File: src/rtl/iob_ram_rd_stream_pkg.sv
// iob_ram_rd_stream_pkg: shared FSM encoding and stream buffer depth
package iob_ram_rd_stream_pkg;
    typedef enum logic [1:0] {IDLE = 2'd0, READ = 2'd1, DRAIN = 2'd2} state_t;
    localparam int BUF_DEPTH = 2;
endpackage

File: src/rtl/iob_ram_rd_stream_buf.sv
// iob_ram_rd_stream_buf: 2-entry in-order buffer with simultaneous push/pop
module iob_ram_rd_stream_buf
    import iob_ram_rd_stream_pkg::*;
#(
    parameter int W = 9
) (
    input  logic         clk_i,
    input  logic         rst_i,
    input  logic         push_i,
    input  logic         pop_i,
    input  logic [W-1:0] data_i,
    output logic [W-1:0] data_o,
    output logic [1:0]   level_o
);
    logic [W-1:0] mem [BUF_DEPTH];
    logic         wr_ptr;
    logic         rd_ptr;

    assign data_o = mem[rd_ptr];

    // storage, pointers and occupancy; push and pop in one cycle keep level
    always_ff @(posedge clk_i) begin
        if (rst_i) begin
            for (int i = 0; i < BUF_DEPTH; i++) mem[i] <= '0;
            wr_ptr  <= 1'b0;
            rd_ptr  <= 1'b0;
            level_o <= '0;
        end else begin
            if (push_i) begin
                mem[wr_ptr] <= data_i;
                wr_ptr      <= ~wr_ptr;
            end
            if (pop_i) rd_ptr <= ~rd_ptr;
            level_o <= level_o + 2'(push_i) - 2'(pop_i);
        end
    end
endmodule

File: src/rtl/iob_ram_rd_stream.sv
// iob_ram_rd_stream: reads a burst of RAM words and streams them out with backpressure
module iob_ram_rd_stream
    import iob_ram_rd_stream_pkg::*;
#(
    parameter int DATA_W = 8,
    parameter int ADDR_W = 4
) (
    input  logic              clk_i,
    input  logic              rst_i,
    input  logic              start_i,
    input  logic [ADDR_W-1:0] base_addr_i,
    input  logic [ADDR_W:0]   len_i,
    output logic              busy_o,
    output logic              done_o,
    output logic              r_en_o,
    output logic [ADDR_W-1:0] r_addr_o,
    input  logic [DATA_W-1:0] r_data_i,
    output logic              m_valid_o,
    output logic [DATA_W-1:0] m_data_o,
    output logic              m_last_o,
    input  logic              m_ready_i
);
    localparam logic [1:0]    DEPTH = 2'(BUF_DEPTH);
    localparam logic [ADDR_W:0] ONE = 1;

    state_t          state;
    logic [ADDR_W:0] rem;
    logic            r_last;
    logic            pend;
    logic            pend_last;
    logic            xfer;
    logic            room;
    logic [1:0]      level;
    logic [1:0]      level_nxt;
    logic [DATA_W:0] head;
    logic            has_buf;

    // buffered words come first; otherwise the word arriving from RAM is passed straight through
    assign has_buf   = level != 2'd0;
    assign m_valid_o = has_buf | pend;
    assign m_data_o  = has_buf ? head[DATA_W-1:0] : pend ? r_data_i : '0;
    assign m_last_o  = has_buf ? head[DATA_W] : pend & pend_last;
    assign xfer      = m_valid_o & m_ready_i;
    assign level_nxt = level + 2'(pend) - 2'(xfer);
    assign room      = (level_nxt + 2'(r_en_o)) < DEPTH;

    iob_ram_rd_stream_buf #(.W(DATA_W + 1)) u_buf (
        .clk_i  (clk_i),
        .rst_i  (rst_i),
        .push_i (pend),
        .pop_i  (xfer),
        .data_i ({pend_last, r_data_i}),
        .data_o (head),
        .level_o(level)
    );

    // burst control: issue reads while buffer room allows, finish on the last transfer
    always_ff @(posedge clk_i) begin
        if (rst_i) begin
            state     <= IDLE;
            rem       <= '0;
            busy_o    <= 1'b0;
            done_o    <= 1'b0;
            r_en_o    <= 1'b0;
            r_addr_o  <= '0;
            r_last    <= 1'b0;
            pend      <= 1'b0;
            pend_last <= 1'b0;
        end else begin
            done_o    <= 1'b0;
            r_en_o    <= 1'b0;
            pend      <= r_en_o;
            pend_last <= r_en_o & r_last;
            case (state)
                IDLE: if (start_i) begin
                    if (len_i != '0) begin
                        state    <= READ;
                        busy_o   <= 1'b1;
                        r_en_o   <= 1'b1;
                        r_addr_o <= base_addr_i;
                        r_last   <= len_i == ONE;
                        rem      <= len_i - ONE;
                    end else done_o <= 1'b1;
                end
                READ: if (rem == '0) state <= DRAIN;
                    else if (room) begin
                        r_en_o   <= 1'b1;
                        r_addr_o <= r_addr_o + ADDR_W'(1);
                        r_last   <= rem == ONE;
                        rem      <= rem - ONE;
                    end
                DRAIN: if (xfer && m_last_o) begin
                    state  <= IDLE;
                    busy_o <= 1'b0;
                    done_o <= 1'b1;
                end
                default: state <= IDLE;
            endcase
        end
    end
endmodule

File: config.mk
export PLATFORM = sky130hd
export DESIGN_NAME = iob_ram_rd_stream
export DESIGN_NICKNAME = d
export VERILOG_FILES = /design/src/rtl/iob_ram_rd_stream_pkg.sv /design/src/rtl/iob_ram_rd_stream_buf.sv /design/src/rtl/iob_ram_rd_stream.sv
export SDC_FILE = /design/constraint.sdc
export NUM_CORES = 1
export LEC_CHECK = 0
export ABC_AREA = 1
export BUFFER_PORTS_ARGS = -buffer_cell sky130_fd_sc_hd__buf_4
export CORE_MARGIN = 1
export CORE_UTILIZATION = 40
export DETAILED_ROUTE_END_ITERATION = 8
export PLACE_DENSITY_LB_ADDON = 0.3
export SYNTH_ARGS = -nofsm -noshare
export SYNTH_HDL_FRONTEND = slang
export SYNTH_HIERARCHICAL = 1
export SYNTH_SLANG_ARGS = --single-unit
File: constraint.sdc
create_clock -name clk_i -period 4.9 [get_ports clk_i]
set_input_delay 0.49 -clock clk_i [delete_from_list [all_inputs] [get_ports clk_i]]
set_output_delay 0.49 -clock clk_i [all_outputs]
set_load 0.01 [all_outputs]
==> impl_metrics.py <==
metrics = {
    "sta": {
        "final_max_slew_viol_count": 0,
        "fin_skew_ns": 0.00624,
        "min_period_over_period": 0.555,
        "hold_viol": 0,
        "worst-slew-pin-transition_ns": 0.837,
        "slew_headroom": 0.441,
        "setup_tns_ns": 0,
        "setup_violations": 0,
        "rsz0062_at_grt": "no",
        "finalCriticalPeriod_ns": 2.72,
        "fmax_ghz": 0.368,
        "hold_ws_ns": 0.450,
    },
    "pwr": {
        "power.density_nw_per_um2": 447,
        "leakagePower_nw": 1.26,
        "power_mw": 1.19,
        "max-vdd-ir-drop_mv": 0.225,
    },
    "floorplan": {
        "core_um2": 5510,
        "rows": 27,
        "fp.dieArea_um2": 6040,
        "start_util": 0.417,
        "die_x_um": 77.7,
        "num_io_pins": 38,
        "die-height_um": 77.7,
    },
    "yosys": {
        "synthTopCellsByArea": "edfxtp_1 24%, dfxtp_1 19%, nand2_1 9.8%",
        "synth_top_area_frac": 0.236,
        "yosysUniqueCellTypes": 27,
        "yosys_most_used_dff": "dfxtp_1",
        "yosysSeqAreaShare": 0.427,
        "synthesis.nets": 323,
        "synth_edf_count": 18,
        "async_flop_share": 0,
        "syn_avg_cell_area_um2": 7.83,
        "synth_top_cell_by_area": "edfxtp_1",
        "syn_area_um2": 2290,
        "yosys_warnings": 6,
        "ys_ff_latch": 40,
        "synth_cells": 293,
    },
    "clock_network": {
        "path_clk_slew_ns": 0.08,
        "clock-sinks": 40,
        "clockRootBuffer": "clkbuf_8",
        "clk_path_buf_depth": 2,
        "post_cts_resized": 0,
        "clk_latency_ns": 0.29,
        "cts_tree": "done",
        "cts_setup_buffers": 0,
        "cts.hold.buffers_added": 0,
        "cts_buffers": 5,
        "htreeDepth": 2,
    },
    "placement": {
        "hpwl_um": 3180,
        "port_buffers": 37,
        "gp_congestion": 0.791,
        "placed_cells": 392,
    },
    "route": {
        "drcViolationCount": 0,
        "via_per_inst": 4.72,
        "wl_um": 4340,
        "wl_per_cell_um": 10.9,
        "drt_iter0_drc": 70,
        "drtAntennaViolNets": 0,
        "vias": 1888,
        "first_pass_iters": 4,
    },
    "grt": {
        "globalRouteOverflowTotal": 0,
        "grt_pass1_wl_um": 7550,
        "antenna_found_initial": 0,
        "grt_pass1_vias": 1736,
        "grt_max_degree": 24,
        "use_met1": 0.188,
        "busiest_layer": "met2",
        "grt_use_met3": 0.0329,
        "track_usage": 0.158,
        "use_met2": 0.282,
    },
    "flow_run": {
        "cap_violations": 0,
    },
    "critical_path": {
        "crit_path_end_kind": "flop",
        "path_max_fanout": 21,
        "crit_type": "flop to flop",
        "ff2ff_path_depth": 13,
        "cp.arrival_ns": 2.91,
        "worstPathRequired_ns": 5.09,
        "worstSetupStartpointType": "flop",
    },
    "final_layout": {
        "drive_above_1_share": 0.241,
        "num_antenna_cells": 0,
        "fin_nets": 357,
        "area_growth_pct": 16.2,
        "n_fill_cell": 554,
        "fin_cells": 400,
    },
    "hold_path": {
        "min_path_type": "flop to flop",
        "holdPathStages": 2,
    },
    "outcome": {
        "status": "finished, final reports clean",
    },
}
[final cells by class]
class / count / area (um2) / area share
clock inverters: 2 / 12.5 / 0.00469
multi-input cells: 201 / 1070 / 0.403
well taps: 72 / 90.1 / 0.0338
flip-flops and latches: 40 / 981 / 0.368
inverters: 42 / 158 / 0.0591
clock buffers: 6 / 72.6 / 0.0272
repair buffers: 37 / 278 / 0.104
[path summary, 6_finish.rpt]
check	startpoint	to	slack, ns
worst max-delay path	pend	r_addr_o[0]	2.18
worst min-delay path	r_last	pend_last	0.45
worst max register to register	pend	r_addr_o[0]	2.18
worst min register to register	r_last	pend_last	0.45
[sequential cells by signal, indices dropped and copies added, names as in the netlist, 2 cells and up, named ones only]
| register | count |
|---|---|
| rem | 5 |
| u_buf/level_o | 2 |
| state | 2 |
| u_buf/mem | 18 |
| r_addr_o | 4 |
[logic make-up after synthesis]
group | after synthesis | share of synthesized area
flops | 40 | 0.427
xor+xnor | 3 | 0.0115
mux | 9 | 0.0442
fa+ha+maj | 9 | 0.0491
compound gates | 33 | 0.0731
simple gates | 147 | 0.291
buf+inv | 52 | 0.104
[synthesized netlist by cell type, types with 4 or more instances]
| cell type | instances |
|---|---|
| a21oi_1 | 24 |
| buf_6 | 4 |
| dfxtp_1 | 22 |
| edfxtp_1 | 18 |
| ha_1 | 9 |
| inv_1 | 37 |
| inv_2 | 4 |
| mux2_2 | 9 |
| nand2_1 | 60 |
| nand2_2 | 5 |
| nand3_1 | 23 |
| nor2_1 | 38 |
| nor2_2 | 10 |
| o21ai_0 | 8 |
[per-layer routing]
layer / part of all wire / wire (um)
met5: 0 / 0
met4: 0.0099 / 43
met3: 0.037 / 162
met2: 0.51 / 2230
met1: 0.44 / 1900
[metrics by stage]
stage	instance area, um2	util	setup slack (ns)
6_report	2670	0.484	2.18
5_1_grt	2670	0.484	1.87
4_1_cts	2670	0.484	2.13
3_5_place_dp	2580	0.469	2.14
3_3_place_gp	2580	0.469	2.35
2_1_floorplan	2290	-	2.71
[report_power, final]
group	switching (mW)	total (mW)	internal (mW)
Clock	0.115	0.214	0.0995
Sequential	0.0530	0.454	0.401
Combinational	0.292	0.524	0.233
Total	0.459	1.19	0.733
[critical path: stages, from the launching register on]
cell,delay (ns)
dfxtp_1,0.65
inv_1,0.17
a21boi_1,0.42
ha_1,0.32
inv_1,0.06
ha_1,0.21
nand2_1,0.06
nand2_1,0.06
nand2_1,0.06
nand2_1,0.06
nand2_2,0.29
nand3_1,0.11
nand2_1,0.09
nor2_1,0.05
[layout by cell type, fill, tap and decap left out, types with 2 or more instances in the layout]
| master | count |
|---|---|
| buf_4 | 37 |
| nand2_1 | 60 |
| clkbuf_8 | 5 |
| nand4_1 | 2 |
| inv_1 | 37 |
| nor2_1 | 38 |
| mux2_2 | 9 |
| a21oi_1 | 24 |
| nand3_1 | 23 |
| nor2_4 | 2 |
| o21ai_0 | 8 |
| ha_1 | 9 |
| xnor2_1 | 2 |
| dfxtp_1 | 22 |
| edfxtp_1 | 18 |
| or2_2 | 2 |
| nand3_2 | 3 |
| nor2_2 | 10 |
| inv_2 | 4 |
| nand2_2 | 5 |
(Power assumes the default switching activity.)
